## src/rtl/spi_pkg.sv

```systemverilog
// Shared types and helpers for the SPI register-file peripheral.
// Holds the frame FSM state encoding, R/W command encoding and frame-length helper.
package spi_pkg;

  typedef enum logic [2:0] {
    IDLE,
    CMD,
    ADDR,
    DATA,
    OVERRUN
  } spi_state_t;

  localparam logic SPI_WRITE = 1'b1;
  localparam logic SPI_READ  = 1'b0;

  function automatic int frame_len(input int addr_w, input int data_w);
    return 1 + addr_w + data_w;
  endfunction

endpackage

```

## src/rtl/spi_edge_sync.sv

```systemverilog
// Multi-flop synchroniser for an asynchronous input, with rise/fall pulses.
// Level output lags the raw input by STAGES clks; pulses come from the last two stages.
module spi_edge_sync #(
  parameter int   STAGES  = 2,
  parameter logic RST_VAL = 1'b0
) (
  input  logic clk,
  input  logic rst_n,
  input  logic d,
  output logic q,
  output logic rise,
  output logic fall
);

  logic [STAGES-1:0] sync_q;

  always_ff @(posedge clk or negedge rst_n) begin
    if (!rst_n) begin
      sync_q <= {STAGES{RST_VAL}};
    end else begin
      sync_q <= {sync_q[STAGES-2:0], d};
    end
  end

  assign q    = sync_q[STAGES-1];
  assign rise = sync_q[STAGES-2] & ~sync_q[STAGES-1];
  assign fall = ~sync_q[STAGES-2] & sync_q[STAGES-1];

endmodule

```

## src/rtl/spi_regfile_peripheral.sv

```systemverilog
// SPI mode-0 register file: R/W bit, address, data MSB first; read-back on cipo.
// Writes commit one clk after ncs rising is seen, only for complete in-range write frames.
module spi_regfile_peripheral
  import spi_pkg::*;
#(
  parameter int NUM_REGS    = 5,
  parameter int ADDR_W      = 7,
  parameter int DATA_W      = 8,
  parameter int SYNC_STAGES = 2
) (
  input  logic                         clk,
  input  logic                         rst_n,
  input  logic                         sclk,
  input  logic                         copi,
  input  logic                         ncs,
  output logic                         cipo,
  output logic                         cipo_oe,
  output logic [NUM_REGS*DATA_W-1:0]   regs_out,
  output logic                         wr_strobe,
  output logic [ADDR_W-1:0]            wr_addr,
  output logic                         frame_err
);

  localparam int                FRAME_LEN  = frame_len(ADDR_W, DATA_W);
  localparam int                CNT_W      = $clog2(FRAME_LEN + 1);
  localparam logic [CNT_W-1:0]  LAST_ADDR  = CNT_W'(ADDR_W);
  localparam logic [CNT_W-1:0]  FULL_CNT   = CNT_W'(FRAME_LEN);
  localparam logic [CNT_W-1:0]  CNT_ONE    = CNT_W'(1);
  localparam logic [ADDR_W:0]   NUM_REGS_A = (ADDR_W + 1)'(NUM_REGS);

  logic sclk_rise, sclk_fall, sclk_lvl_unused;
  logic ncs_rise, ncs_fall, ncs_lvl;
  logic copi_s, copi_rise_unused, copi_fall_unused;

  spi_edge_sync #(.STAGES(SYNC_STAGES), .RST_VAL(1'b0)) u_sclk_sync (
    .clk  (clk),
    .rst_n(rst_n),
    .d    (sclk),
    .q    (sclk_lvl_unused),
    .rise (sclk_rise),
    .fall (sclk_fall)
  );

  spi_edge_sync #(.STAGES(SYNC_STAGES), .RST_VAL(1'b1)) u_ncs_sync (
    .clk  (clk),
    .rst_n(rst_n),
    .d    (ncs),
    .q    (ncs_lvl),
    .rise (ncs_rise),
    .fall (ncs_fall)
  );

  spi_edge_sync #(.STAGES(SYNC_STAGES), .RST_VAL(1'b0)) u_copi_sync (
    .clk  (clk),
    .rst_n(rst_n),
    .d    (copi),
    .q    (copi_s),
    .rise (copi_rise_unused),
    .fall (copi_fall_unused)
  );

  spi_state_t                  state_q, state_n;
  logic [CNT_W-1:0]            cnt_q;
  logic [ADDR_W-1:0]           asr_q, asr_next, addr_q;
  logic [DATA_W-1:0]           dsr_q, rbuf_q, rd_word;
  logic                        rw_q;
  logic                        commit_q;
  logic [NUM_REGS*DATA_W-1:0]  regs_q;
  logic                        addr_ok;

  logic clr, lat_rw, sh_addr, lat_addr, sh_data, commit, err;

  assign asr_next = (asr_q << 1) | ADDR_W'(copi_s);
  assign addr_ok  = ({1'b0, addr_q} < NUM_REGS_A);
  assign regs_out = regs_q;

  always_comb begin
    rd_word = '0;
    for (int k = 0; k < NUM_REGS; k++) begin
      if (asr_next == k[ADDR_W-1:0]) rd_word = regs_q[k*DATA_W +: DATA_W];
    end
  end

  always_ff @(posedge clk or negedge rst_n) begin
    if (!rst_n) state_q <= IDLE;
    else        state_q <= state_n;
  end

  // ncs rising wins over any coincident sclk edge.
  always_comb begin
    state_n  = state_q;
    clr      = 1'b0;
    lat_rw   = 1'b0;
    sh_addr  = 1'b0;
    lat_addr = 1'b0;
    sh_data  = 1'b0;
    commit   = 1'b0;
    err      = 1'b0;
    if (ncs_rise) begin
      state_n = IDLE;
      if (state_q == DATA && cnt_q == FULL_CNT) begin
        commit = (rw_q == SPI_WRITE) && addr_ok;
      end else if (state_q != IDLE) begin
        err = 1'b1;
      end
    end else begin
      case (state_q)
        IDLE: begin
          if (ncs_fall) begin
            state_n = CMD;
            clr     = 1'b1;
          end
        end
        CMD: begin
          if (sclk_rise) begin
            state_n = ADDR;
            lat_rw  = 1'b1;
          end
        end
        ADDR: begin
          if (sclk_rise) begin
            sh_addr = 1'b1;
            if (cnt_q == LAST_ADDR) begin
              lat_addr = 1'b1;
              state_n  = DATA;
            end
          end
        end
        DATA: begin
          if (sclk_rise) begin
            if (cnt_q == FULL_CNT) state_n = OVERRUN;
            else                   sh_data = 1'b1;
          end
        end
        OVERRUN: ;
        default: state_n = IDLE;
      endcase
    end
  end

  always_ff @(posedge clk or negedge rst_n) begin
    if (!rst_n) begin
      cnt_q     <= '0;
      asr_q     <= '0;
      dsr_q     <= '0;
      addr_q    <= '0;
      rw_q      <= SPI_READ;
      rbuf_q    <= '0;
      cipo      <= 1'b0;
      cipo_oe   <= 1'b0;
      commit_q  <= 1'b0;
      wr_strobe <= 1'b0;
      wr_addr   <= '0;
      frame_err <= 1'b0;
      regs_q    <= '0;
    end else begin
      cipo_oe   <= ~ncs_lvl;
      commit_q  <= commit;
      wr_strobe <= commit_q;
      frame_err <= err;
      if (clr) begin
        cnt_q <= '0;
        asr_q <= '0;
        dsr_q <= '0;
      end
      if (lat_rw) begin
        rw_q  <= copi_s;
        cnt_q <= cnt_q + CNT_ONE;
      end
      if (sh_addr) begin
        asr_q <= asr_next;
        cnt_q <= cnt_q + CNT_ONE;
      end
      if (lat_addr) begin
        addr_q <= asr_next;
        rbuf_q <= (rw_q == SPI_READ) ? rd_word : '0;
      end
      if (sh_data) begin
        dsr_q <= (dsr_q << 1) | DATA_W'(copi_s);
        cnt_q <= cnt_q + CNT_ONE;
      end
      // Read data leaves MSB first, one bit per sclk falling edge in DATA.
      if (state_q == DATA && !ncs_rise) begin
        if (sclk_fall) begin
          cipo   <= rbuf_q[DATA_W-1];
          rbuf_q <= rbuf_q << 1;
        end
      end else begin
        cipo <= 1'b0;
      end
      if (commit_q) begin
        wr_addr <= addr_q;
        for (int k = 0; k < NUM_REGS; k++) begin
          if (addr_q == k[ADDR_W-1:0]) regs_q[k*DATA_W +: DATA_W] <= dsr_q;
        end
      end
    end
  end

endmodule

```

## config.mk

```make
export PLATFORM = sky130hd
export DESIGN_NAME = spi_regfile_peripheral
export DESIGN_NICKNAME = d
export VERILOG_FILES = /design/src/rtl/spi_pkg.sv /design/src/rtl/spi_edge_sync.sv /design/src/rtl/spi_regfile_peripheral.sv
export SDC_FILE = /design/constraint.sdc
export NUM_CORES = 1
export LEC_CHECK = 0
export CORE_MARGIN = 2
export CORE_UTILIZATION = 62
export CTS_BUF_LIST = sky130_fd_sc_hd__clkbuf_8
export DETAILED_ROUTE_END_ITERATION = 12
export DONT_BUFFER_PORTS = 1
export PLACE_DENSITY = 0.88
export RECOVER_POWER = 25
export SLEW_MARGIN = 20
export SYNTH_ARGS = -nofsm -noshare
export SYNTH_HDL_FRONTEND = slang
export SYNTH_SLANG_ARGS = --single-unit
```

## constraint.sdc

```tcl
create_clock -name clk -period 5.1 [get_ports clk]
set_clock_uncertainty 0.05 [all_clocks]
set_input_delay 0.51 -clock clk [delete_from_list [all_inputs] [get_ports clk]]
set_output_delay 0.51 -clock clk [all_outputs]
set_load 0.02 [all_outputs]
```

Word-level counts from Yosys, hierarchy flattened
Index checks and enable logic that the tools add are counted.
{"block": "totals", "reg_bits": 96, "latch_bits": 0, "ram_bits": 0, "rom_bits": 0, "inputBits": 5, "word_cells": 120, "n_memories": 0}
{"block": "op_classes", "addsub": 1, "mul": 0, "div": 0, "n_lt_le_gt_ge": 1, "eq_ne": 22, "shift": 0, "n_mux": 48, "bitwise_logic": 10, "reduce_logical": 17}
{"operator": "two-way mux 8 bit", "count": 11}
{"operator": "equality test 7 x 2 -> 1 bit (second input constant)", "count": 4}
{"operator": "two-way mux 1 bit", "count": 23}
{"operator": "two-way mux 3 bit", "count": 7}
{"operator": "two-way mux 5 bit", "count": 4}
{"operator": "!= test 3 bit (second input constant)", "count": 5}
{"operator": "one-hot mux 3 bit (5 select lines)", "count": 1}
{"operator": "equality test 7 x 1 -> 1 bit (second input constant)", "count": 2}
{"operator": "equality test 7 x 3 -> 1 bit (second input constant)", "count": 2}
{"operator": "zero test 7 bit", "count": 2}
{"operator": "two-way mux 6 bit", "count": 2}
{"operator": "AND reduction 2 bit", "count": 5}
{"operator": "OR 8 x 1 -> 8 bit", "count": 1}
{"operator": "< comparator 7 x 3 -> 1 bit (second input constant)", "count": 1}
{"operator": "OR 7 x 1 -> 7 bit", "count": 1}
{"operator": "AND reduction 7 bit", "count": 1}
{"operator": "equality test 3 x 2 -> 1 bit (second input constant)", "count": 2}
{"operator": "adder 5 x 1 -> 5 bit (second input constant)", "count": 1}
{"operator": "equality test 5 x 3 -> 1 bit (second input constant)", "count": 1}
{"operator": "equality test 5 bit (second input constant)", "count": 1}
{"operator": "AND 1 bit", "count": 4}
{"operator": "!= test 2 bit (second input constant)", "count": 2}
{"operator": "NOT 1 bit", "count": 4}
{"operator": "nonzero test 2 bit", "count": 2}
{"operator": "other kinds (8)", "count": 10}

Logic depth before layout (Yosys ltp)
{"block": "depth", "word_depth": 11, "mapped_depth": 9}

Modules after synthesis
A second synthesis with hierarchy kept.
{"block": "unflattened", "hier_cells": 371, "area_unflattened_um2": 4322.9}
{"module": "spi_regfile_peripheral", "n_inst": 1, "cells_each": 359, "area_per_inst_um2": 4125.2, "seq_area_each_um2": 2252.2}
{"module": "spi_edge_sync at u_copi_sync ...", "n_inst": 2, "cells_each": 4, "area_per_inst_um2": 65.1, "seq_area_each_um2": 50.0}
{"module": "spi_edge_sync at u_ncs_sync", "n_inst": 1, "cells_each": 4, "area_per_inst_um2": 67.6, "seq_area_each_um2": 52.6}

Worst setup path after synthesis
OpenSTA, ideal clock, no wires.
{"block": "synth_path", "path_type": "register to register", "from": "register u_ncs_sync.sync_q[1]", "to": "register rbuf_q[0]", "setup_ns": 0.092, "arrival_ns": 2.333, "required_ns": 4.958, "slack_ns": 2.625, "stages_incl_launch_ff": 9, "path_cell_list": "dfstp_2 inv_1 ha_1 buf_6 nor4b_4 nand3_2 or4_1 buf_2 o31ai_2"}
{"block": "synth_via", "elab_chain_cells": 6, "word_cells_on_any_way": 8}
{"element": "from (decl)", "line": "spi_edge_sync.sv:15", "text": "logic [STAGES-1:0] sync_q;"}
{"element": "from (signal assigned)", "line": "spi_edge_sync.sv:19", "text": "sync_q <= {STAGES{RST_VAL}};"}
{"element": "from (signal assigned)", "line": "spi_edge_sync.sv:21", "text": "sync_q <= {sync_q[STAGES-2:0], d};"}
{"element": "NOT 1 bit *", "line": "spi_edge_sync.sv:26", "text": "assign rise = sync_q[STAGES-2] & ~sync_q[STAGES-1];"}
{"element": "AND 1 bit *", "line": "spi_edge_sync.sv:26"}
{"element": "two-way mux 1 bit", "line": "spi_regfile_peripheral.sv:99", "text": "if (ncs_rise) begin"}
{"element": "two-way mux 8 bit", "line": "spi_regfile_peripheral.sv:174", "text": "if (lat_addr) begin"}
{"element": "two-way mux 8 bit", "line": "spi_regfile_peripheral.sv:184", "text": "if (sclk_fall) begin"}
{"element": "two-way mux 8 bit *", "line": "spi_regfile_peripheral.sv:183", "text": "if (state_q == DATA && !ncs_rise) begin"}
{"element": "to (signal assigned)", "line": "spi_regfile_peripheral.sv:176", "text": "rbuf_q <= (rw_q == SPI_READ) ? rd_word : '0;"}
{"element": "to (signal assigned)", "line": "spi_regfile_peripheral.sv:186", "text": "rbuf_q <= rbuf_q << 1;"}
{"element": "to (decl)", "line": "spi_regfile_peripheral.sv:65", "text": "logic [DATA_W-1:0] dsr_q, rbuf_q, rd_word;"}
Mark *: on every way between the ends. The rest lies on a longest branch, timed or not.
A chain may end at the register's enable or synchronous reset.

Final worst setup path
{"block": "layout_path", "from": "register u_ncs_sync.sync_q[1]", "to": "register rbuf_q[1]"}
Same word-level chain as after synthesis.

==> impl_metrics.yaml <==
run_status:
  outcome: "finished, violations left"
  violations: "max-capacitance violations, max-slew violations"
worst_setup_path:
  path_class: "flop to flop"
  cp-start-kind: "flop"
  worstPathMaxFanout: 13
  r2r_start: "u_ncs_sync.sync_q[1]$_DFF_PN1_"
  reg2reg_slack_ns: 2.06
  crit_family: "simple AND/OR/NAND/NOR gates"
  cp.required_ns: 5.34
  arrival_ns: 3.28
  cp-startpoint: "u_ncs_sync.sync_q[1]$_DFF_PN1_"
  slowest_stage: "or4_1"
  cp_num_buf_inv: 1
  max_stage_delay_ns: 0.79
  path_cells: "inv_1, ha_1, nor4b_4, nand3_2, or4_1, o31ai_2"
  end_kind: "flop"
global_routing:
  grt_pass1_vias: 2749
  globalRouteTotalUtil_pct: 24.7
  antenna_found_initial: 0
  grt_max_degree: 97
  overflow: 0
  grt_pass1_wl_mm: 14.1
synth:
  syn-mean-instance-area_sq_um: 12.3
  synthDistinctLibCells: 49
  synthCells: 345
  syn_area_sq_um: 4260
  yosysWarnings: 0
  syn_nets: 354
  yosysSeqAreaShare_pct: 56.5
  synth_seq_cells: 96
  synth_ff_type: "dfrtp_1"
  ys_async_sr_fraction_pct: 100
  synth_edf_count: 0
place:
  dpl_worst_slack_ns: 2.10
  gp_congestion: 0.877
  io_buffers: 0
  dp_cells: 406
  dp_hpwl_mm: 5.73
sta:
  layout_min_cycle_time_ns: 3.04
  setup_tns_ns: 0
  fmax_mhz: 329
  setup_violations: 0
  rsz0062_at_grt: "no"
  fin_crit_sh_pct: 59.6
  drv_slew: 97
  hold_viol_final: 0
  setup_slack_ns: 2.06
  relSlewSlack_pct: -49.4
  tightest_slew_ns: 2.24
drt:
  wl_mm: 8.44
  viasPerCell: 6.50
  drt_pass1_iterations: 4
  drc: 0
  dr.max_layer_used: "met4"
  dr_wl_met3_um: 706
  met2_length_mm: 4.02
  drt_first_iter_violations: 259
  post_drt_wl_per_cell_um: 20.0
  vias: 2749
  m1WireLength_mm: 3.51
  drtAntennaViolNets: 0
cts:
  cts_tree: "yes"
  cts_setup_buffers: 0
  cts_buffers: 9
  clk_latency_ns: 0.38
  cts_buffer_depth: 2
  clock_sinks: 96
  clkTransAtPathRegs_ns: 0.09
  ctsResizeCount: 0
  htreeDepth: 3
  root_buffer: "clkbuf_8"
finish:
  layoutNonFillerInstCount: 423
  drive_above_1_share_pct: 24.5
  antenna_cells: 0
  final_common_cell: "dfrtp_1"
  area_growth_pct: 5.64
  final_core_util_pct: 66.9
  nets: 347
  mostFrequentLayoutCells: "dfrtp_1 (94), mux2_2 (56), nand2_1 (20)"
pwr:
  p_per_area_nw_per_um2: 334
  power.total_uw: 1500
  leakage_uw: 0.00217
  peakVddDrop_v: 0.000251
hold_path:
  hp-start: "ncs"
  worst_hold_path_type: "primary input to flop"
floorplan:
  start_util_pct: 63.4
  rows: 30
  die_h_um: 86.9
  boundaryPins: 56
  fp.dieW_um: 86.9
  core-area_sq_um: 6720
  die-area_sq_um: 7550
run:
  max_cap_violations: 1
==> metrics by stage <==
step / instance area, sq um / hold slack (ns)
6_report: 4500 / 0.0762
5_1_grt: 4500 / 0.0633
4_1_cts: 4520 / 0.00973
3_5_place_dp: 4280 / 0.169
3_3_place_gp: 4280 / 0.169
2_1_floorplan: 4260 / 0.164
==> cell usage after synthesis, types with 2 or more instances <==
library cell | instances | share of area [%]
dfrtp_1 | 94 | 55
mux2_2 | 56 | 15
nand2_1 | 20 | 1.8
nand3_1 | 17 | 2.0
o21ai_0 | 16 | 1.9
nor2_1 | 15 | 1.3
clkbuf_1 | 14 | 1.2
mux2i_1 | 12 | 2.8
inv_1 | 10 | 0.88
a22o_1 | 6 | 1.2
and3_1 | 6 | 0.88
ha_1 | 4 | 1.2
nand2b_1 | 4 | 0.59
o211a_1 | 4 | 0.94
o211ai_1 | 4 | 0.71
o21a_1 | 4 | 0.71
o31ai_2 | 4 | 1.2
o32ai_1 | 4 | 0.82
a31oi_1 | 3 | 0.44
buf_1 | 3 | 0.26
nor2b_1 | 3 | 0.44
nor3_1 | 3 | 0.35
nor4_1 | 3 | 0.44
or4_1 | 3 | 0.53
a21o_1 | 2 | 0.35
a21oi_1 | 2 | 0.24
and3b_1 | 2 | 0.41
dfstp_2 | 2 | 1.2
nand3b_1 | 2 | 0.35
nand4_1 | 2 | 0.29
o21ai_1 | 2 | 0.24
o221ai_1 | 2 | 0.41
==> path summary, 6_finish.rpt <==
check	to	depth (start not counted)
min in group asynchronous	cnt_q[1]$_DFFE_PN0P_	1
max	rbuf_q[1]$_DFF_PN0_	6
max reg2reg	rbuf_q[1]$_DFF_PN0_	6
min	u_ncs_sync.sync_q[0]$_DFF_PN1_	0
max in group asynchronous	regs_out[26]$_DFFE_PN0P_	1
min reg2reg	u_copi_sync.sync_q[1]$_DFF_PN0_	0
==> routing by layer <==
| layer | vias up | GRT usage [%] |
|---|---|---|
| met2 | 107 | 36.9 |
| met4 | 0 | 9.09 |
| met1 | 1379 | 32.9 |
| met5 | - | 0 |
| met3 | 17 | 9.76 |
| li1 | 1246 | - |
==> cells by family after synthesis <==
kind of cell | synth area share, %
AO/OA/AOI/OAI | 9.90
XOR/XNOR | 0.206
adder cells (fa/ha/maj) | 1.18
buffers and inverters | 2.76
flip-flops | 56.5
multiplexers | 17.6
AND/OR/NAND/NOR | 11.8
==> area by class of cell <==
cell class,instances,area [sq um]
clock inverters,7,91.3
inverters,10,37.5
fillers,486,2220
flip-flops and latches,96,2400
repair buffers,1,5.00
well taps,80,100
multi-input cells,220,1740
clock buffers,9,124
==> what timing repair did <==
action | CTS | global route
hold buffers | 1 | 0
endpoints found under the setup margin | 0 | 0
endpoints found under the hold margin | 96 | 0
==> sequential cells by signal, summed over array words and instances (netlist names), 2 cells and up <==
register,count
u_sclk_sync.sync_q,2
dsr_q,8
cnt_q,5
rbuf_q,8
asr_q,6
state_q,3
u_copi_sync.sync_q,2
wr_addr,7
u_ncs_sync.sync_q,2
addr_q,7
regs_out,40
==> power breakdown <==
group | leakage [uW] | total [uW] | switching (uW) | internal [uW]
registers | 0.00132 | 834 | 45.5 | 788
logic | 0.000745 | 143 | 91.0 | 51.6
clock network | 0.000105 | 524 | 287 | 237
total | 0.00217 | 1500 | 423 | 1080
Power figures use the tool's default switching activity.
